### src/rtl/stack_controller.sv
// Moore control FSM for the 8-bit stack-machine datapath.
// Optional macro STACK_CTRL_JZ_POP_EN: JZ also pops the tested stack entry.
module stack_controller (
    input  logic       clk,
    input  logic       rst,
    input  logic [2:0] opcode,
    output logic       pcWrite,
    output logic       pcWriteCond,
    output logic       pcSrc,
    output logic       IorD,
    output logic       memRead,
    output logic       memWrite,
    output logic       IRWrite,
    output logic       MtoS,
    output logic       ldA,
    output logic       ldB,
    output logic       srcA,
    output logic       srcB,
    output logic       push,
    output logic       pop,
    output logic       tos,
    output logic [1:0] ALUOp
);

    // state  | meaning
    // INIT   | post-reset idle, all strobes low
    // IF     | fetch IR <= mem[PC], PC <= PC+1
    // ID     | decode opcode
    // POP1   | pop top into A
    // POP2   | pop next into B (skipped for NOT)
    // EXEC   | ALU op, result register captures
    // WB     | push ALU result
    // MEMRD  | MDR <= mem[IR[4:0]]
    // PUSHWB | push MDR
    // POPA   | pop top into A
    // MEMWR  | mem[IR[4:0]] <= A
    // JMP    | PC <= IR[4:0]
    // JZ     | PC <= IR[4:0] if top of stack is zero
    typedef enum logic [3:0] {
        S_INIT   = 4'd0,
        S_IF     = 4'd1,
        S_ID     = 4'd2,
        S_POP1   = 4'd3,
        S_POP2   = 4'd4,
        S_EXEC   = 4'd5,
        S_WB     = 4'd6,
        S_MEMRD  = 4'd7,
        S_PUSHWB = 4'd8,
        S_POPA   = 4'd9,
        S_MEMWR  = 4'd10,
        S_JMP    = 4'd11,
        S_JZ     = 4'd12
    } state_t;

    state_t state_q, state_d;

    always_ff @(posedge clk or negedge rst) begin
        if (!rst) state_q <= S_INIT;
        else      state_q <= state_d;
    end

    always_comb begin
        state_d     = S_IF;
        pcWrite     = 1'b0;
        pcWriteCond = 1'b0;
        pcSrc       = 1'b0;
        IorD        = 1'b0;
        memRead     = 1'b0;
        memWrite    = 1'b0;
        IRWrite     = 1'b0;
        MtoS        = 1'b0;
        ldA         = 1'b0;
        ldB         = 1'b0;
        srcA        = 1'b0;
        srcB        = 1'b0;
        push        = 1'b0;
        pop         = 1'b0;
        tos         = 1'b0;
        ALUOp       = 2'b00;
        case (state_q)
            S_INIT: state_d = S_IF;
            S_IF: begin
                memRead = 1'b1;
                IRWrite = 1'b1;
                srcA    = 1'b1;
                srcB    = 1'b1;
                pcWrite = 1'b1;
                state_d = S_ID;
            end
            S_ID: begin
                if (!opcode[2]) state_d = S_POP1;
                else begin
                    case (opcode[1:0])
                        2'b00:   state_d = S_MEMRD;
                        2'b01:   state_d = S_POPA;
                        2'b10:   state_d = S_JMP;
                        default: state_d = S_JZ;
                    endcase
                end
            end
            S_POP1: begin
                tos     = 1'b1;
                pop     = 1'b1;
                ldA     = 1'b1;
                state_d = (opcode == 3'b011) ? S_EXEC : S_POP2;
            end
            S_POP2: begin
                tos     = 1'b1;
                pop     = 1'b1;
                ldB     = 1'b1;
                state_d = S_EXEC;
            end
            S_EXEC: begin
                ALUOp   = opcode[1:0];
                state_d = S_WB;
            end
            S_WB: push = 1'b1;
            S_MEMRD: begin
                IorD    = 1'b1;
                memRead = 1'b1;
                state_d = S_PUSHWB;
            end
            S_PUSHWB: begin
                push = 1'b1;
                MtoS = 1'b1;
            end
            S_POPA: begin
                tos     = 1'b1;
                pop     = 1'b1;
                ldA     = 1'b1;
                state_d = S_MEMWR;
            end
            S_MEMWR: begin
                IorD     = 1'b1;
                memWrite = 1'b1;
            end
            S_JMP: begin
                pcWrite = 1'b1;
                pcSrc   = 1'b1;
            end
            S_JZ: begin
                tos         = 1'b1;
                pcWriteCond = 1'b1;
                pcSrc       = 1'b1;
`ifdef STACK_CTRL_JZ_POP_EN
                pop         = 1'b1;
`else
                pop         = 1'b0;
`endif
            end
            default: state_d = S_IF;
        endcase
    end

endmodule

### config.mk
export PLATFORM = sky130hd
export DESIGN_NAME = stack_controller
export DESIGN_NICKNAME = d
export VERILOG_FILES = /design/src/rtl/stack_controller.sv
export SDC_FILE = /design/constraint.sdc
export NUM_CORES = 1
export LEC_CHECK = 0
export ABC_AREA = 1
export BUFFER_PORTS_ARGS = -buffer_cell sky130_fd_sc_hd__buf_2
export CELL_PAD_IN_SITES_DETAIL_PLACEMENT = 1
export CELL_PAD_IN_SITES_GLOBAL_PLACEMENT = 2
export CORE_AREA = 2 2 42 63
export CTS_CLUSTER_SIZE = 14
export DETAILED_ROUTE_END_ITERATION = 6
export DIE_AREA = 0 0 44 65
export PLACE_DENSITY_LB_ADDON = 0.05
export SLEW_MARGIN = 5
export SYNTH_ARGS = -nofsm -noshare
export SYNTH_HDL_FRONTEND = slang
export SYNTH_SLANG_ARGS = --single-unit
### constraint.sdc
create_clock -name clk -period 1.1 [get_ports clk]
set_input_delay 0.11 -clock clk [delete_from_list [all_inputs] [get_ports clk]]
set_output_delay 0.11 -clock clk [all_outputs]
set_load 0.05 [all_outputs]
==> results of run 1 <==
worst min-delay path: cells and delay by family:
family | cells | cell delay (ns)
buffers and inverters | 1 | 0.13
and+or+nand+nor | 2 | 0.13
through the flow:
step | std cells | instance area (µm²)
after global placement | 140 | 817
final | 147 | 1170
after CTS | 145 | 1120
after floorplan | 75 | 532
after detailed placement | 140 | 817
after global routing | 147 | 1170
cells in the mapped netlist (all sizes together):
library cell	count
ha	2
nand4	1
nand3b	2
nand2	23
a21oi	1
buf	2
o22ai	1
nand3	7
o21ai	1
dfrtp	4
nor2	14
inv	17
timing repair:
item | in CTS | in global routing
setup buffers | 1 | 3
endpoints found under the setup margin | 21 | 21
pin swaps | 3 | 5
gates resized for setup | 77 | 13
hold endpoints to repair | 4 | 0
hold buffers | 1 | 0
cloned | 0 | 0
routing by layer:
metal  part of all wire (%)  wire length [µm]  track usage (%)
met1                     34               601             13.9
met2                     62              1090             26.1
met3                    2.6                45             2.51
met4                   0.57                10             8.71
met5                      0                 0                0
worst max path at each step:
| stage | from | end | slack, ns |
|---|---|---|---|
| global placement | state_q[1] | tos | -0.32 |
| detailed placement | state_q[1] | tos | -0.33 |
| CTS | state_q[0] | tos | -0.36 |
| floorplan | state_q[3] | memRead | -0.19 |
| finish | state_q[1] | IRWrite | -0.35 |
| global route | state_q[0] | tos | -0.41 |
layout make-up:
cell class | instances | area, µm² | share of cell area [%]
Timing Repair Buffer | 47 | 477 | 40.6
Sequential cell | 4 | 103 | 8.73
Inverter | 17 | 78.8 | 6.71
Tap cell | 24 | 30.0 | 2.56
Multi-Input combinational cell | 52 | 464 | 39.5
Clock buffer | 3 | 22.5 | 1.92
cells by family (layout without fill, tap and decap cells):
family	after synthesis	in the layout
compound gates	3	3
buf+inv	19	67
flops	4	4
simple gates	47	47
fa+ha+maj	2	2
==> reports/results.ini, run 1 <==
[synthesis]
synthesis.area_um2=420
synth_xor_area_share_pct=0
yosysWarnings=0
seq_area_frac_synth_pct=23.8
synth_mux_area_share_pct=0
netlist.area_leader.share_pct=23.8
synth.distinct_cells=13
synthCells=75
synth_top_family_by_area=simple AND/OR/NAND/NOR gates
syn_nets=82
ys_ff_latch=4
synth_area_leader_cell=dfrtp_1
synthAdderAreaFrac_pct=5.95
synth_compound_gate_area_share_pct=3.87
synth_area_leaders=dfrtp_1 24%, nand2_1 19%, inv_1 15%
yosys.area_share.simple_pct=47.6
syn_area_per_cell_um2=5.61

[sta]
whs_ns=0.172
final_max_slew_viol_count=0
timing.fmax_mhz=687
setup_viol=20
finalCritPeriodShare_pct=132
tightest_slew_ns=0.215
hold_viol=0
finalSetupTns_ns=-5.62
finalClockSkew_ns=0.00518
rsz0062_at_grt=true
period_needed_ns=1.45
slew_headroom_pct=85.6
fin_ws_ns=-0.355

[placement]
gp_congestion=0.718
place_ws_ns=-0.326
port_buffers=21
hpwl_mm=1.40

[worst_setup_path]
reg2reg_depth=8
worst_ep_required_time_ns=0.99
worstPathCellList=inv_2 -> nand2_4 -> buf_6 -> nor2_4 -> buf_6 -> buf_8
reg2reg_slack_ns=-0.16
crit_arrival_ns=1.34
crit_type=register to output pin
crit_top_cell=buf_6
r2r-start=state_q[1]
cp.depth=6
critPathSlowestCell=dfrtp_1
start_kind=register
crit_buf_inv=4
path_max_fanout=3
timing.rr.end=state_q[1]
critPathCaptureType=output pin
worst_path_largest_cell_delay_ns=0.41
cp_top_family=buffers and inverters

[hold_path]
worstHoldStart=opcode[2]
holdPathStages=3
holdPathEnd=state_q[3]
min-delay-path-class=input pin to register

[die]
die_h_um=65
start_util_pct=17.8
die_area_um2=2860
io_pins=22
die_x_um=44
core-area_um2=2370
rows=22

[layout]
n_antenna_cell=0
top_register=state_q
mostFrequentLayoutCells=19 x buf_6, 15 x buf_4, 9 x nor2_4, 9 x nand2_1, 8 x buf_8
layout-drive-gt1-share_pct=77.2
mostFrequentLayoutCell=buf_6
fin_util_pct=49.6
reg.largest.list=state_q (4)
largest_register_ffs=4
n_fill_cell=281
nets=132
area_delta_synth_final_pct=179

[routing]
drt_iter0_drc=1
antenna_left=0
drc_errors=0
routed_wirelength_mm=1.75
vias_per_cell=4.32
first_pass_iters=4
num_vias=635
routedWlPerCell_um=11.9

[global_route]
antenna_found_initial=0
grt_use_total_pct=14.2
grt_pass1_vias=685
grt_pass1_wl_mm=2.91
grt_max_degree=6
grt-ovfl-total=0

[outcome]
violations=setup timing
outcome=complete, but fails checks

[clock_network]
clk_pin_slew_ns=0.03
cts_inserted_buffers=3
worstSkewPairLatency_ns=0.24
cts.sinks=4
cts_tree=built
cts_root_buf=clkbuf_4
cts_buffer_depth=2
htree_levels=1

[flow_run]
maxCapViolations=0

Power of run 1 is not shown: default switching activity piles up to over one toggle a cycle in this logic, so the estimate is an artifact.
==> run 2, diff against run 1 <==
--- a/config.mk
+++ b/config.mk
@@ -5,14 +5,13 @@
 export SDC_FILE = /design/constraint.sdc
 export NUM_CORES = 1
 export LEC_CHECK = 0
-export ABC_AREA = 1
 export BUFFER_PORTS_ARGS = -buffer_cell sky130_fd_sc_hd__buf_2
 export CELL_PAD_IN_SITES_DETAIL_PLACEMENT = 1
 export CELL_PAD_IN_SITES_GLOBAL_PLACEMENT = 2
-export CORE_AREA = 2 2 42 63
+export CORE_AREA = 2 2 40 61
 export CTS_CLUSTER_SIZE = 14
 export DETAILED_ROUTE_END_ITERATION = 6
-export DIE_AREA = 0 0 44 65
+export DIE_AREA = 0 0 42 63
 export PLACE_DENSITY_LB_ADDON = 0.05
 export SLEW_MARGIN = 5
 export SYNTH_ARGS = -nofsm -noshare
==> run 2 against run 1 <==
The flow still finishes with violations (setup timing). Final area is 0.32% lower. Synthesized cell count is 20% lower. Cell count is 13% lower. Via count is 4.9% lower. Setup slack worse by 0.088 ns. Clock skew is 0.0079 ns higher. Critical endpoint is now pcSrc. Largest cell class is now multi-input gates.
==> reports/results.ini, run 2 <==
[outcome]
outcome=complete, but fails checks
violations=setup timing

[global_route]
grt_max_degree=9  ; +3
antenna_found_initial=0  ; unchanged
grt_pass1_vias=640  ; -6.6%
grt-ovfl-total=0  ; unchanged
grt_use_total_pct=14.3  ; +0.062 points
grt_pass1_wl_mm=2.91  ; unchanged

[layout]
mostFrequentLayoutCell=buf_6
top_register=state_q
multi_input_area_um2=499  ; +7.5%
area_delta_synth_final_pct=161
largest_register_ffs=4  ; unchanged
layout-drive-gt1-share_pct=79.0  ; +1.8 points
mostFrequentLayoutCells=21 x buf_6, 13 x buf_4, 7 x buf_8
nets=113  ; -14%
n_fill_cell=234  ; -17%
seq_area_um2=105  ; +2.4%
n_antenna_cell=0  ; unchanged
reg.largest.list=state_q (4)

[die]
die_x_um=42  ; -4.5%
start_util_pct=21.1  ; +3.3 points
io_pins=22  ; unchanged
die_h_um=63  ; -3.1%
rows=21  ; -4.5%
core-area_um2=2130  ; -10%
die_area_um2=2650  ; -7.5%

[clock_network]
clk_pin_slew_ns=0.05  ; +0.02 ns
cts_tree=built
cts.sinks=4  ; unchanged
htree_levels=1  ; unchanged
cts_inserted_buffers=3  ; unchanged
cts_root_buf=clkbuf_4
cts_buffer_depth=2  ; unchanged
worstSkewPairLatency_ns=0.25  ; about the same

[placement]
hpwl_mm=1.28  ; -9.1%
port_buffers=21  ; unchanged
place_ws_ns=-0.262  ; +0.0641 ns
gp_congestion=0.731  ; +1.8%

[sta]
finalCritPeriodShare_pct=140  ; +8.0 points
final_max_slew_viol_count=0  ; unchanged
timing.fmax_mhz=648  ; -5.7%
setup_viol=20  ; unchanged
period_needed_ns=1.54  ; +0.0875 ns
tightest_slew_ns=0.248  ; +0.0325 ns
slew_headroom_pct=83.3  ; -2.4 points
rsz0062_at_grt=true
fin_ws_ns=-0.442  ; -0.0875 ns
finalClockSkew_ns=0.0131  ; +0.00792 ns
whs_ns=0.194  ; +0.0214 ns
hold_viol=0  ; unchanged

[routing]
first_pass_iters=4  ; unchanged
drt_iter0_drc=4  ; +3
vias_per_cell=4.72  ; +9.2%
antenna_left=0  ; unchanged
drc_errors=0  ; unchanged
routedWlPerCell_um=14.2  ; +20%
num_vias=604  ; -4.9%
routed_wirelength_mm=1.82  ; +4.2%

[worst_setup_path]
worst_path_largest_cell_delay_ns=0.44  ; +0.03 ns
worst_ep_required_time_ns=0.99  ; about the same
start_kind=register
r2r-start=state_q[0]
reg2reg_slack_ns=-0.24  ; -0.08 ns
crit_arrival_ns=1.43  ; +0.09 ns
worstPathCellList=buf_4 -> nor2_4 -> nand2_4 -> a21boi_4 -> buf_6
timing.rr.end=state_q[1]
cp_top_family=flip-flops
critPathSlowestCell=dfrtp_2
crit_buf_inv=2  ; -2
critPathCaptureType=output pin
reg2reg_depth=5  ; -3
path_max_fanout=4  ; +1
crit_type=register to output pin

[synthesis]
synth.distinct_cells=30  ; +17
synth_mux_area_share_pct=0  ; unchanged
synthFlopType=dfrtp_1
synth_area_leaders=dfrtp_1 22%, and3_1 5.6%, ha_1 5.6%
synthAdderAreaFrac_pct=5.57  ; -0.38 points
synth.top_cells.by_count=5 x inv_1, 5 x nand2_1, 4 x and3_1, 4 x dfrtp_1, 4 x nor2_1
yosysWarnings=0  ; unchanged
synth-async-reset-ratio_pct=100  ; unchanged
synthCells=60  ; -20%
synth_top_family_by_area=simple AND/OR/NAND/NOR gates
syn_area_per_cell_um2=7.49  ; +34%
syn_nets=67  ; -18%
netlist.area_leader.share_pct=22.3  ; -1.5 points
ys_ff_latch=4  ; unchanged
yosys.area_share.simple_pct=37.9  ; -9.7 points
synth_compound_gate_area_share_pct=19.8  ; +16 points
synth_area_leader_cell=dfrtp_1
synth_edf_count=0  ; unchanged
seq_area_frac_synth_pct=22.3  ; -1.5 points
synthesis.area_um2=449  ; +6.8%
synth_xor_area_share_pct=1.95  ; +1.9 points

[flow_run]
maxCapViolations=0  ; unchanged

[hold_path]
min-delay-path-class=input pin to async pin

==> run 2: worst max-delay path by stage <==
stage | start | to | slack (ns) | cells past startpoint
6_report | state_q[1] | pcSrc | -0.44 | 5
5_1_grt | state_q[1] | pcSrc | -0.50 | 5
4_1_cts | state_q[1] | srcA | -0.42 | 4
2_1_floorplan | state_q[1] | srcA | -0.43 | 4
3_5_place_dp | state_q[1] | ALUOp[0] | -0.26 | 4
3_3_place_gp | state_q[1] | ALUOp[1] | -0.25 | 4
==> run 2: cells by family (layout without fill, tap and decap cells) <==
group / after synthesis / in the layout
and+or+nand+nor: 29 / 29
AOI/OAI and AO/OA: 13 / 13
buffers and inverters: 11 / 56
DFF: 4 / 4
adders and majority gates: 2 / 2
xor gates and xnor gates: 1 / 1
==> run 2: area by class of cell <==
type | instances | area share (%)
multi-input combinational | 45 | 42.6
inverter | 5 | 1.92
tap | 23 | 2.46
timing repair buffer | 47 | 41.8
clock buffer | 4 | 2.24
sequential | 4 | 8.97
==> run 2: through the flow <==
stage | area (µm²) | setup TNS [ns] | cells | utilization, %
finish | 1170 | -7.31 | 128 | 55.0
CTS | 1080 | -6.83 | 126 | 50.6
detailed placement | 832 | -4.44 | 117 | 39.1
global placement | 832 | -4.10 | 117 | 39.1
global route | 1170 | -8.47 | 128 | 55.0
floorplan | 607 | -3.10 | 60 | -
==> run 2: timing repair <==
action,in CTS,in global routing
endpoints found under the hold margin,4,0
gates resized for setup,51,21
setup endpoints to repair,21,21
hold buffers,1,0
buffers inserted,5,2
pin swaps,6,7
==> run 2: metal layers <==
metal	wire, µm	track usage, %	share of wire (%)
met1	681	15.7	37
met2	1080	27.0	59
met3	50	1.73	2.7
met4	10	4.84	0.55
met5	0	0	0
Power of run 2 is left out for the same reason.
==> run 3, diff against run 2 <==
--- a/config.mk
+++ b/config.mk
@@ -13,6 +13,8 @@
 export DETAILED_ROUTE_END_ITERATION = 6
 export DIE_AREA = 0 0 42 63
 export PLACE_DENSITY_LB_ADDON = 0.05
+export RECOVER_POWER = 25
+export REMOVE_ABC_BUFFERS = 1
 export SLEW_MARGIN = 5
 export SYNTH_ARGS = -nofsm -noshare
 export SYNTH_HDL_FRONTEND = slang
==> run 3 against run 2 <==
The run still ends with setup timing left. First-iteration DRC count down 25%. Utilization down 4.8 points. Final area down 8.8%. Die area unchanged. Cell count down 0.78%. Global-route usage down 2.5 points. Critical path depth down 1. Via count down 2.8%. Fmax up 4.5%. Largest cell class is now buffers.
==> reports/results.ini, run 3 (synthesis results as in run 2) <==
[routing]
drc_errors=0  ; unchanged
drt_iter0_drc=3  ; -1
routed_wirelength_mm=1.70  ; -6.8%
first_pass_iters=4  ; unchanged
vias_per_cell=4.62  ; -2.0%
num_vias=587  ; -2.8%
routedWlPerCell_um=13.4  ; -6.1%
antenna_left=0  ; unchanged

[worst_setup_path]
crit_buf_inv=2  ; unchanged
reg2reg_depth=5  ; unchanged
critPathSlowestCell=dfrtp_2
path_max_fanout=6  ; +2
worst_path_largest_cell_delay_ns=0.44  ; about the same
timing.rr.end=state_q[3]
cp_top_family=flip-flops
crit_type=register to output pin
worstPathCellList=buf_6 -> and2b_2 -> and3_4 -> buf_8
crit_arrival_ns=1.37  ; -0.06 ns
r2r-start=state_q[0]
start_kind=register
reg2reg_slack_ns=-0.34  ; -0.10 ns
worst_ep_required_time_ns=0.99  ; about the same
critPathCaptureType=output pin

[global_route]
grt-ovfl-total=0  ; unchanged
grt_max_degree=13  ; +4
grt_pass1_vias=561  ; -12%
antenna_found_initial=0  ; unchanged
grt_use_total_pct=11.8  ; -2.5 points
grt_pass1_wl_mm=2.48  ; -15%

[layout]
instances_no_fill=127  ; -0.78%
seq_area_um2=105  ; unchanged
largest_register_ffs=4  ; unchanged
multi_input_area_um2=444  ; -11%
top_register=state_q
n_fill_cell=232  ; -0.85%
area_delta_synth_final_pct=138
mostFrequentLayoutCell=buf_4
nets=113  ; unchanged
fin_util_pct=50.2  ; -4.8 points
reg.largest.list=state_q (4)
mostFrequentLayoutCells=19 x buf_4, 18 x buf_6, 5 x buf_8
layout-drive-gt1-share_pct=75.0  ; -4.0 points
n_antenna_cell=0  ; unchanged

[die]
die_h_um=63  ; unchanged
die_x_um=42  ; unchanged
core-area_um2=2130  ; unchanged
start_util_pct=21.1  ; unchanged
io_pins=22  ; unchanged
die_area_um2=2650  ; unchanged
rows=21  ; unchanged

[placement]
hpwl_mm=1.14  ; -11%
place_ws_ns=-0.247  ; +0.0149 ns
dp_cells=113  ; -3.4%
port_buffers=21  ; unchanged
gp_congestion=0.698  ; -4.5%

[sta]
tightest_slew_ns=0.224  ; -0.0235 ns
timing.fmax_mhz=678  ; +4.5%
finalCritPeriodShare_pct=134  ; -6.1 points
finalClockSkew_ns=0.000871  ; -0.0122 ns
whs_ns=0.241  ; +0.0478 ns
setup_viol=21  ; +5.0%
slew_headroom_pct=85.0  ; +1.8 points
rsz0062_at_grt=true
period_needed_ns=1.48  ; -0.0668 ns
hold_viol=0  ; unchanged
fin_ws_ns=-0.376  ; +0.0668 ns
final_max_slew_viol_count=0  ; unchanged

[clock_network]
cts_tree=built
cts.sinks=4  ; unchanged
cts_buffer_depth=2  ; unchanged
cts_inserted_buffers=3  ; unchanged
htree_levels=1  ; unchanged
cts_root_buf=clkbuf_4
clk_pin_slew_ns=0.04  ; about the same
worstSkewPairLatency_ns=0.23  ; -0.02 ns

[hold_path]
min-delay-path-class=input pin to async pin

[outcome]
outcome=complete, but fails checks
violations=setup timing

[flow_run]
maxCapViolations=0  ; unchanged

## run 3: worst max path at each step
| stage | start | endpoint | depth (start not counted) |
|---|---|---|---|
| 6_report | state_q[1] | ALUOp[0] | 4 |
| 5_1_grt | state_q[3] | push | 4 |
| 4_1_cts | state_q[1] | IRWrite | 3 |
| 3_5_place_dp | state_q[0] | IRWrite | 3 |
| 3_3_place_gp | state_q[0] | state_q[3] | 4 |
| 2_1_floorplan | state_q[0] | IRWrite | 2 |
## run 3: final cells by class
cell class	instances	area share, %
repair buffers	47	42.0
clock buffers	3	2.11
multi-input cells	45	41.6
inverters	5	1.76
flip-flops and latches	4	9.84
well taps	23	2.69
## run 3: stage by stage
step                TNS, ns  area [µm²]
floorplan            -14.80         412
global placement      -4.09         658
detailed placement    -4.12         658
CTS                   -5.84         853
global route          -7.81        1070
finish                -6.29        1070
## run 3: timing repair
| action | in CTS | in global routing |
|---|---|---|
| hold buffers | 1 | 0 |
| pin swaps | 6 | 13 |
| setup buffers | 3 | 7 |
| setup endpoints to repair | 21 | 21 |
| gates resized for setup | 46 | 41 |
| hold endpoints to repair | 4 | 0 |
## run 3: worst register-to-register path, cell delays in order, from the launching register on
cell and delay, ns:
dfrtp_2 0.44, buf_6 0.15, and2b_2 0.21, buf_4 0.15, buf_6 0.12, a32o_1 0.25
## run 3: layer usage
layer  share of wire (%)  vias to the layer above  global-route usage, %
met1                  37                      279                   13.2
met4                   0                        0                   2.42
met3                 3.2                        0                   2.02
met2                  60                       14                   22.5
met5                   0                        -                      0
li1                    -                      294                      -
Power of run 3 is left out for the same reason.
